===== src/rtl/counter_pkg.sv =====
// Shared definitions for the counter family: FSM state encoding and default datapath width.
package counter_pkg;

    localparam int DEFAULT_WIDTH = 8;

    typedef enum logic {
        IDLE = 1'b0,
        RUN  = 1'b1
    } state_e;

endpackage


===== src/rtl/down_counter_timer_if.sv =====
// Load handshake, control and status bundle of the down-counting timer.
interface down_counter_timer_if
    import counter_pkg::*;
#(
    parameter int WIDTH = DEFAULT_WIDTH
);

    logic             io_load_valid;
    logic             io_load_ready;
    logic [WIDTH-1:0] io_load_bits;
    logic             io_en;
    logic             io_abort;
    logic [WIDTH-1:0] io_out;
    logic             io_busy;
    logic             io_expire;

    modport master (
        output io_load_valid, io_load_bits, io_en, io_abort,
        input  io_load_ready, io_out, io_busy, io_expire
    );

    modport slave (
        input  io_load_valid, io_load_bits, io_en, io_abort,
        output io_load_ready, io_out, io_busy, io_expire
    );

endinterface


===== src/rtl/down_counter_timer.sv =====
// Loadable one-shot down-counting timer with a one-cycle expire pulse.
// Define DOWN_COUNTER_AUTORELOAD_EN to make it periodic (reloads the start value after expiry).
module down_counter_timer
    import counter_pkg::*;
#(
    parameter int               WIDTH       = DEFAULT_WIDTH,
    parameter logic [WIDTH-1:0] RESET_VALUE = '0
) (
    input  logic                clock,
    input  logic                reset,
    down_counter_timer_if.slave io
);

    state_e           r_state;
    logic [WIDTH-1:0] r_count;
    logic             r_expire;

    state_e           w_state_nxt;
    logic [WIDTH-1:0] w_count_nxt;
    logic             w_expire_nxt;
    logic             w_load_fire;

`ifdef DOWN_COUNTER_AUTORELOAD_EN
    logic [WIDTH-1:0] r_reload;
    logic [WIDTH-1:0] w_reload_nxt;
`endif

    assign w_load_fire = io.io_load_valid && (r_state == IDLE);

    // NOTE: state registers use non-blocking assignments so every flop samples pre-edge values.
    always_ff @(posedge clock) begin
        if (reset) begin
            r_state  <= IDLE;
            r_count  <= RESET_VALUE;
            r_expire <= 1'b0;
`ifdef DOWN_COUNTER_AUTORELOAD_EN
            r_reload <= '0;
`endif
        end else begin
            r_state  <= w_state_nxt;
            r_count  <= w_count_nxt;
            r_expire <= w_expire_nxt;
`ifdef DOWN_COUNTER_AUTORELOAD_EN
            r_reload <= w_reload_nxt;
`endif
        end
    end

    // NOTE: every output of this block gets a default first, so no path can infer a latch.
    always_comb begin
        w_state_nxt  = r_state;
        w_count_nxt  = r_count;
        w_expire_nxt = 1'b0;
`ifdef DOWN_COUNTER_AUTORELOAD_EN
        w_reload_nxt = r_reload;
`endif
        case (r_state)
            IDLE: begin
                if (w_load_fire) begin
                    if (io.io_load_bits != '0) begin
                        w_state_nxt = RUN;
                        w_count_nxt = io.io_load_bits;
`ifdef DOWN_COUNTER_AUTORELOAD_EN
                        w_reload_nxt = io.io_load_bits;
`endif
                    end else begin
                        // Zero-length timer: expire immediately without entering RUN.
                        w_count_nxt  = '0;
                        w_expire_nxt = 1'b1;
                    end
                end
            end
            RUN: begin
                if (io.io_abort) begin
                    w_state_nxt = IDLE;
                    w_count_nxt = RESET_VALUE;
                end else if (io.io_en) begin
                    if (r_count > WIDTH'(1)) begin
                        w_count_nxt = r_count - WIDTH'(1);
                    end else if (r_count == WIDTH'(1)) begin
                        w_count_nxt  = '0;
                        w_expire_nxt = 1'b1;
`ifndef DOWN_COUNTER_AUTORELOAD_EN
                        w_state_nxt  = IDLE;
`endif
                    end
`ifdef DOWN_COUNTER_AUTORELOAD_EN
                    else begin
                        // Zero count in RUN only occurs after an expiry: start the next period.
                        w_count_nxt = r_reload;
                    end
`endif
                end
            end
            default: w_state_nxt = IDLE;
        endcase
    end

    assign io.io_load_ready = (r_state == IDLE);
    assign io.io_busy       = (r_state == RUN);
    assign io.io_out        = r_count;
    assign io.io_expire     = r_expire;

endmodule


===== src/flat_wrapper.sv =====
// flat-port wrapper written by rule: the top's interface ports become plain ports
module down_counter_timer_flat import counter_pkg::*;
#(
    parameter int               WIDTH       = DEFAULT_WIDTH,
    parameter logic [WIDTH-1:0] RESET_VALUE = '0
)
  (clock, reset, io_io_load_valid, io_io_load_bits, io_io_en, io_io_abort, io_io_load_ready, io_io_out, io_io_busy, io_io_expire);
  down_counter_timer_if #(.WIDTH(WIDTH)) io_i ();
  input  logic clock;
  input  logic reset;
  input wire logic [$bits(io_i.io_load_valid)-1:0] io_io_load_valid;
  input wire logic [$bits(io_i.io_load_bits)-1:0] io_io_load_bits;
  input wire logic [$bits(io_i.io_en)-1:0] io_io_en;
  input wire logic [$bits(io_i.io_abort)-1:0] io_io_abort;
  output wire logic [$bits(io_i.io_load_ready)-1:0] io_io_load_ready;
  output wire logic [$bits(io_i.io_out)-1:0] io_io_out;
  output wire logic [$bits(io_i.io_busy)-1:0] io_io_busy;
  output wire logic [$bits(io_i.io_expire)-1:0] io_io_expire;
  assign io_i.io_load_valid = io_io_load_valid;
  assign io_i.io_load_bits = io_io_load_bits;
  assign io_i.io_en = io_io_en;
  assign io_i.io_abort = io_io_abort;
  assign io_io_load_ready = io_i.io_load_ready;
  assign io_io_out = io_i.io_out;
  assign io_io_busy = io_i.io_busy;
  assign io_io_expire = io_i.io_expire;
  down_counter_timer #(.WIDTH(WIDTH), .RESET_VALUE(RESET_VALUE)) u_core (.clock(clock), .reset(reset), .io(io_i));
endmodule

===== config.mk =====
export PLATFORM = sky130hd
export DESIGN_NAME = down_counter_timer_flat
export DESIGN_NICKNAME = d
export VERILOG_FILES = /design/src/rtl/counter_pkg.sv /design/src/rtl/down_counter_timer_if.sv /design/src/rtl/down_counter_timer.sv /design/src/flat_wrapper.sv
export SDC_FILE = /design/constraint.sdc
export NUM_CORES = 1
export LEC_CHECK = 0
export ABC_AREA = 1
export ABC_CLOCK_PERIOD_IN_PS = 2400
export BUFFER_PORTS_ARGS = -buffer_cell sky130_fd_sc_hd__buf_2
export CORE_AREA = 2 2 40 42
export CTS_BUF_LIST = sky130_fd_sc_hd__clkbuf_4 sky130_fd_sc_hd__clkbuf_8
export CTS_CLUSTER_SIZE = 20
export DETAILED_ROUTE_END_ITERATION = 6
export DIE_AREA = 0 0 42 44
export GPL_TIMING_DRIVEN = 0
export MAX_ROUTING_LAYER = met4
export PLACE_DENSITY = 0.89
export SLEW_MARGIN = 40
export SYNTH_ARGS = -nofsm -noshare
export SYNTH_HDL_FRONTEND = slang
export SYNTH_SLANG_ARGS = --single-unit

===== constraint.sdc =====
create_clock -name clock -period 2.4 [get_ports clock]
set_input_delay 0.48 -clock clock [delete_from_list [all_inputs] [get_ports clock]]
set_output_delay 0.48 -clock clock [all_outputs]
set_load 0.03 [all_outputs]

==> flow_summary.json, run 1 <==
{
  "status": "finished, final reports clean",
  "synth_nets": 137,
  "drtIter0Drc": 18,
  "crit_chain": "inv_1 -> ha_1 -> o21ai_2 -> o21ai_0 -> o21ai_0 -> nor2_1 -> nor2_1",
  "row_count": 14,
  "wl_per_cell_um": 10.8,
  "reg2reg_depth": 7,
  "drc": 0,
  "final_util_pct": 65.7,
  "netlist_instances": 122,
  "clock_latency_ns": 0.26,
  "relSlewSlack_pct": 61.7,
  "post_cts.repair.setup_buffers": 0,
  "drv_slew": 0,
  "cts_tree": "done",
  "area_growth_pct": 22.5,
  "crit_family": "compound AO/OA/AOI/OAI gates",
  "r2r_slack_ns": 0.64,
  "synth_top_cell_by_area": "dfxtp_1",
  "power.total_w": 0.000579,
  "postRouteAntennaNets": 0,
  "diodes": 0,
  "min-delay-start": "reset",
  "crit_path_max_fanout": 5,
  "reg2reg_from": "u_core.io.io_out[1]",
  "timing.rr.end": "u_core.io.io_out[3]",
  "cts_hold_buf": 0,
  "synth-seq-area-share_pct": 26.3,
  "grt_max_degree": 11,
  "drive_gt1_share_pct": 28.9,
  "vias_per_cell": 4.99,
  "hold_path_class": "input port to flip-flop",
  "hold_depth": 2,
  "grt.overflow.total": 0,
  "htreeDepth": 1,
  "start_kind": "flip-flop",
  "required_ns": 2.56,
  "synth-seq-cells": 10,
  "leakage_nw": 0.495,
  "ctsResizeCount": 0,
  "path_buf_inv": 1,
  "syn_area_um2": 761,
  "grt_pass1_wl_um": 3040,
  "final_nets": 165,
  "routed_wirelength_um": 1780,
  "powerDensity_nw_per_um2": 621,
  "clk_path_buf_depth": 2,
  "track_usage_pct": 22.0,
  "netlist_top_cells_area": "dfxtp_1 (26%), nand2_1 (15%), nor2_1 (14%)",
  "fin_crit_ns": 1.76,
  "hpwlAfterDp_um": 1370,
  "initial_core_util_pct": 53.6,
  "multi_input_area_um2": 485,
  "vdd.ir_drop.worst_mv": 0.313,
  "layout_commonest_cell": "nand2_1",
  "gp_congestion": 0.835,
  "cpMaxStageDelayCell": "o21ai_0",
  "rsz0062_at_grt": "false",
  "antenna_found_initial": 0,
  "maxCapViolations": 0,
  "final_cell_mix": "nand2_1 (31), nor2_1 (28), buf_2 (23), inv_1 (13), dfxtp_1 (10)",
  "n_fill_cell": 130,
  "end_kind": "flip-flop",
  "synth_top_area_share_pct": 26.3,
  "tns_ns": 0,
  "ys_types": 21,
  "whs_endpoint": "u_core.io.io_expire",
  "path_class": "flip-flop to flip-flop",
  "numCtsBuffers": 3,
  "die_h_um": 44,
  "vias": 823,
  "synth_warnings": 0,
  "clock_sinks": 10,
  "synth.avg_cell_area_um2": 6.24,
  "cts-root-buf": "clkbuf_4",
  "worst_pin_slew_ns": 0.569,
  "period_share_pct": 73.4,
  "path_clk_slew_ns": 0.07,
  "worstPathArrival_ns": 1.93,
  "clock.fmax_mhz": 568,
  "coreArea_um2": 1420,
  "portBuffers": 23,
  "setup_viol": 0,
  "drt_pass1_iterations": 5,
  "ff_latch_area_um2": 200,
  "die_x_um": 42,
  "grt_pass1_vias": 763,
  "hold_violations": 0,
  "die-area_um2": 1850,
  "critPathMaxStageDelay_ns": 0.47,
  "skew_ns": 0.000481,
  "io_pins": 24
}
[metal layers]
metal / track usage, % / wire, um
met1: 24.4 / 798
met2: 39.7 / 892
met3: 2.92 / 74
met4: 9.03 / 10
met5: - / 0
[logic make-up after synthesis]
family	synth area share [%]
xor gates and xnor gates	4.61
adders and majority gates	3.29
and+or+nand+nor	48.5
DFF	26.3
buffers and inverters	9.87
AOI/OAI and AO/OA	7.40
[where the power goes]
part	switching [W]	internal, W	leakage [nW]
combinational	0.000142	0.0000793	0.391
sequential	0.0000198	0.000182	0.0829
clock	0.0000639	0.0000920	0.0210
total	0.000226	0.000353	0.495
[how the worst max path moves through the flow]
stage | from | endpoint | slack [ns] | cells past startpoint
floorplan | u_core.io.io_out[0] | u_core.io.io_out[0] | 0.72 | 9
global placement | u_core.io.io_out[1] | u_core.io.io_out[4] | 0.73 | 7
detailed placement | u_core.io.io_out[1] | u_core.io.io_out[3] | 0.72 | 7
CTS | u_core.io.io_out[1] | u_core.io.io_out[3] | 0.66 | 7
global route | u_core.io.io_out[1] | u_core.io.io_out[3] | 0.52 | 7
finish | u_core.io.io_out[1] | u_core.io.io_out[3] | 0.64 | 7
[flip-flops by register name, summed over array words and instances, names as in the netlist]
register,count
u_core.io.io_busy,1
u_core.io.io_out,8
u_core.io.io_expire,1
[through the flow]
step | worst slack, ns | area [um2] | hold slack, ns | instances
2_1_floorplan | 0.716 | 761 | 0.549 | 122
3_3_place_gp | 0.729 | 896 | 0.562 | 161
3_5_place_dp | 0.724 | 896 | 0.583 | 161
4_1_cts | 0.661 | 932 | 0.395 | 165
5_1_grt | 0.520 | 932 | 0.407 | 165
6_report | 0.639 | 932 | 0.395 | 165
[final cells by class]
| type | count | area share, % |
|---|---|---|
| buffer | 2 | 2.42 |
| inverter | 14 | 5.64 |
| sequential | 10 | 21.5 |
| tap | 16 | 2.15 |
| timing repair buffer | 23 | 12.3 |
| clock buffer | 4 | 3.89 |
| multi-input combinational | 96 | 52.1 |
[Yosys cell counts (all sizes together)]
cell and number:
xor2 3, dfxtp 10, o21ai 6, buf 2, xnor2 1, nor3 2, ha 2, nand3 9
nand2 36, a21oi 2, nor2 32, o22ai 2, or2 1, inv 14
Power figures use the tool's default switching activity.
==> inputs of run 2 (changes only) <==
Settings changed: ABC_CLOCK_PERIOD_IN_PS 2400 to 1850, CORE_AREA 2 2 40 42 to 2 2 42 44, DIE_AREA 0 0 42 44 to 0 0 44 46, PLACE_DENSITY 0.89 to 0.82.
Clock period 2.4 ns to 1.85 ns, I/O delays scaled along.
==> run 2 against run 1 <==
Design area rose by 0.13%. Utilization fell by 7.9 points. Via count rose by 1.9%. Cell count rose by 0.61%. Sequential share of layout area barely moved. Combinational power rose by 30%. Clock power rose by 34%. Flip-flop and latch count did not move. First-iteration DRC count rose by 22%. Critical path type unchanged.
==> flow_summary.json, run 2 (same netlist as run 1, synthesis figures left out) <==
{
  "worst_pin_slew_ns": 0.356,
  "stdcell_count": 166,
  "portBuffers": 23,
  "numCtsBuffers": 3,
  "worstPathArrival_ns": 1.88,
  "path_clk_slew_ns": 0.08,
  "placed_area_um2": 897,
  "postRouteAntennaNets": 0,
  "required_ns": 2.05,
  "initial_core_util_pct": 47.1,
  "tns_ns": 0,
  "reg2reg_depth": 10,
  "clock_latency_ns": 0.27,
  "hpwlAfterDp_um": 1410,
  "die_x_um": 44,
  "n_fill_cell": 169,
  "layout_commonest_cell": "nand2_1",
  "cts_tree": "done",
  "grt_max_degree": 11,
  "r2r_slack_ns": 0.17,
  "timing.rr.end": "u_core.io.io_out[1]",
  "end_kind": "flip-flop",
  "reg2reg_from": "u_core.io.io_out[0]",
  "final_design_area_no_fill_um2": 933,
  "cts_hold_buf": 0,
  "final_util_pct": 57.8,
  "p_sw_share_pct": 39.5,
  "pwr-share-comb_pct": 38.0,
  "grt_pass1_wl_um": 2950,
  "grt_pass1_vias": 761,
  "relSlewSlack_pct": 76.1,
  "antenna_found_initial": 0,
  "setup_viol": 0,
  "largest_register_ffs": 8,
  "status": "finished, final reports clean",
  "drive_gt1_share_pct": 28.9,
  "maxCapViolations": 0,
  "diodes": 0,
  "path_class": "flip-flop to flip-flop",
  "die-area_um2": 2020,
  "clk_path_buf_depth": 2,
  "endpoint": "u_core.io.io_out[1]",
  "die_h_um": 46,
  "post_cts.repair.setup_buffers": 0,
  "period_share_pct": 90.9,
  "hold_violations": 0,
  "skew_ns": 0.00138,
  "start_kind": "flip-flop",
  "pwr-share-seq_pct": 34.4,
  "drc": 0,
  "fin_crit_ns": 1.68,
  "track_usage_pct": 20.7,
  "clock_sinks": 10,
  "wl_per_cell_um": 11.0,
  "vias_per_cell": 5.05,
  "switchingPower_w": 0.000300,
  "hold_path_class": "input port to flip-flop",
  "final_nets": 165,
  "crit_start": "u_core.io.io_out[0]",
  "intPower_w": 0.000458,
  "gp_congestion": 0.823,
  "crit_path_max_fanout": 10,
  "cts-root-buf": "clkbuf_4",
  "htreeDepth": 1,
  "vdd.ir_drop.worst_mv": 0.466,
  "coreArea_um2": 1610,
  "dp.cells": 162,
  "rsz0062_at_grt": "false",
  "grt.overflow.total": 0,
  "vias": 839,
  "area_growth_pct": 22.7,
  "io_pins": 24,
  "drt_pass1_iterations": 4,
  "powerDensity_nw_per_um2": 812,
  "routed_wirelength_um": 1830,
  "p_clk_share_pct": 27.5,
  "row_count": 15,
  "final_cell_mix": "nand2_1 (31), nor2_1 (28), buf_2 (23), inv_1 (13), dfxtp_1 (10)",
  "leakage_nw": 0.495,
  "clock.fmax_mhz": 595,
  "drv_slew": 0,
  "ctsResizeCount": 0,
  "drtIter0Drc": 22
}
[run 2: cell counts in the layout (fill, tap and decap cells not counted)]
No cell type changed its count.
[run 2: layer usage]
layer	GRT usage, %	share of wire [%]
met1	21.0	41
met2	36.8	52
met3	2.78	3.6
met4	13.9	3.3
met5	-	0
[run 2: power by group through the flow]
stage | Sequential (W) | Combinational [W] | Clock (W)
after floorplan | 0.000303 | 0.000178 | 0
final | 0.000261 | 0.000288 | 0.000209
after global routing | 0.000265 | 0.000321 | 0.000220
after CTS | 0.000261 | 0.000288 | 0.000211
after detailed placement | 0.000266 | 0.000286 | 0
after global placement | 0.000265 | 0.000279 | 0
[run 2: per-stage QoR]
step                      total power, W  hold slack [ns]  worst slack, ns
after global placement          0.000544            0.556            0.187
after global routing            0.000805            0.291           0.0566
after floorplan                 0.000481            0.439            0.166
after detailed placement        0.000552            0.571            0.125
after CTS                       0.000760            0.278            0.108
final                           0.000758            0.282            0.169
[run 2: cell type report]
class | count | area, um2 | share of cell area (%)
clock buffer | 4 | 36.3 | 3.89
inverter | 14 | 52.6 | 5.63
buffer | 2 | 22.5 | 2.41
sequential | 10 | 200 | 21.4
multi-input combinational | 96 | 485 | 52.0
timing repair buffer | 23 | 115 | 12.3
tap | 17 | 21.3 | 2.28
[run 2: worst min-delay path by stage]
stage | from | to | slack, ns | cells past startpoint
after detailed placement | u_core.io.io_out[7] | u_core.io.io_out[7] | 0.57 | 4
after global placement | reset | u_core.io.io_expire | 0.56 | 2
after floorplan | reset | u_core.io.io_expire | 0.44 | 1
after global routing | reset | u_core.io.io_expire | 0.29 | 2
final | reset | u_core.io.io_expire | 0.28 | 2
after CTS | reset | u_core.io.io_expire | 0.28 | 2
[run 2: critical path, cell delays in order (launching register included)]
cell and delay, ns:
dfxtp_1 0.39, inv_1 0.09, ha_1 0.27, o21ai_2 0.21
nor3_2 0.07, nand2_2 0.07, nand3_4 0.11, buf_6 0.17
nand2_2 0.05, nand2_1 0.04, nor2_1 0.13
==> inputs of run 3 (changes only) <==
Settings changed: RECOVER_POWER set to 100.
==> run 3 against run 2 <==
Register-to-register slack worse by 0.02 ns. First-iteration DRC count unchanged. Maximum frequency down 1.2%. Cell count unchanged. Design area down 2.3%. Power down 1.0%. Via count down 0.24%. Sequential share of layout area up 0.50 points. Wire length up 0.87%. Critical endpoint unchanged. Largest cell class unchanged. Highest routed layer unchanged.
==> flow_summary.json, run 3 (same netlist as run 1, synthesis figures left out) <==
{
  "critPathMaxStageDelay_ns": 0.33,
  "hold_violations": 0,
  "vdd.ir_drop.worst_mv": 0.464,
  "die_h_um": 46,
  "largest_register_ffs": 8,
  "die_x_um": 44,
  "setup_ws_ns": 0.149,
  "vias": 837,
  "vias_per_cell": 5.04,
  "ctsResizeCount": 0,
  "clock.fmax_mhz": 588,
  "initial_core_util_pct": 47.1,
  "required_ns": 2.05,
  "n_fill_cell": 180,
  "path_clk_slew_ns": 0.08,
  "hold_path_class": "input port to flip-flop",
  "path_common_cell": "nor2_1",
  "grt_pass1_wl_um": 2950,
  "io_pins": 24,
  "power.total_w": 0.000750,
  "clock_latency_ns": 0.27,
  "clock_sinks": 10,
  "rsz0062_at_grt": "false",
  "grt_max_degree": 11,
  "routed_wirelength_um": 1850,
  "portBuffers": 23,
  "powerDensity_nw_per_um2": 822,
  "postRouteAntennaNets": 0,
  "maxCapViolations": 0,
  "cpMaxStageDelayCell": "dfxtp_1",
  "tns_ns": 0,
  "worstPathArrival_ns": 1.90,
  "crit_path_max_fanout": 10,
  "drv_slew": 0,
  "antenna_found_initial": 0,
  "layout_commonest_cell": "nand2_1",
  "path_class": "flip-flop to flip-flop",
  "grt.overflow.total": 0,
  "numCtsBuffers": 3,
  "end_kind": "flip-flop",
  "coreArea_um2": 1610,
  "hpwlAfterDp_um": 1410,
  "die-area_um2": 2020,
  "final_nets": 165,
  "cts-root-buf": "clkbuf_4",
  "pre_cts_ws_ns": 0.125,
  "start_kind": "flip-flop",
  "status": "finished, final reports clean",
  "cts_tree": "done",
  "skew_ns": 0.00204,
  "cts_hold_buf": 0,
  "final_cell_mix": "nand2_1 (32), nor2_1 (28), inv_1 (13), buf_2 (12), clkbuf_1 (11)",
  "drt_pass1_iterations": 4,
  "row_count": 15,
  "period_share_pct": 91.9,
  "setup_viol": 0,
  "drc": 0,
  "clk_path_buf_depth": 2,
  "leakage_nw": 0.455,
  "hold_ws_ns": 0.282,
  "drtIter0Drc": 22,
  "fin_crit_ns": 1.70,
  "drive_gt1_share_pct": 20.1,
  "grt_pass1_vias": 761,
  "worst_pin_slew_ns": 0.373,
  "final_util_pct": 56.5,
  "gp_congestion": 0.823,
  "relSlewSlack_pct": 74.9,
  "track_usage_pct": 20.7,
  "diodes": 0,
  "htreeDepth": 1,
  "crit_chain": "inv_1 -> ha_1 -> o21ai_2 -> nor3_1 -> nand2_2 -> nand3_4 -> buf_6 -> nor2_1 -> nor2_1",
  "area_growth_pct": 19.9,
  "wl_per_cell_um": 11.1,
  "post_cts.repair.setup_buffers": 0
}
==> run 3: power breakdown <==
part           leakage, nW  switching, W  internal (W)  total, W
registers           0.0829     0.0000259      0.000236  0.000262
logic                0.351      0.000183     0.0000956  0.000279
clock network       0.0210     0.0000900      0.000120  0.000210
total                0.455      0.000299      0.000451  0.000750
==> run 3: area by class of cell <==
type                            count  area (um2)  share of cell area [%]
Sequential cell                    10         200                    21.9
Tap cell                           17        21.3                    2.33
Buffer                              2        22.5                    2.47
Multi-Input combinational cell     96         478                    52.4
Inverter                           14        52.6                    5.76
Timing Repair Buffer               23         101                    11.1
Clock buffer                        4        36.3                    3.98
==> run 3: critical path: cells and delay by family (launching register included) <==
kind | cells | cell delay (ns)
buffers and inverters | 2 | 0.30
flip-flops | 1 | 0.33
AND/OR/NAND/NOR | 5 | 0.62
adder cells (fa/ha/maj) | 1 | 0.28
AO/OA/AOI/OAI | 1 | 0.10
==> run 3: through the flow <==
step	instances	area, um2
finish	166	912
global route	166	912
CTS	166	933
detailed placement	162	897
global placement	162	897
floorplan	122	761
==> run 3: worst paths after layout <==
check / slack (ns) / cells after the start / end / start
worst max-delay path: 0.15 / 9 / u_core.io.io_out[1] / u_core.io.io_out[1]
worst min-delay path: 0.28 / 2 / u_core.io.io_expire / reset
worst min register to register: 0.58 / 4 / u_core.io.io_out[7] / u_core.io.io_out[7]
worst max register to register: 0.15 / 9 / u_core.io.io_out[1] / u_core.io.io_out[1]
==> run 3: routing by layer <==
metal / wire length (um) / up-vias / global-route usage (%)
li1: - / 431 / -
met3: 63 / 6 / 2.78
met5: 0 / - / -
met1: 774 / 382 / 21.0
met2: 942 / 18 / 36.8
met4: 64 / 0 / 13.9
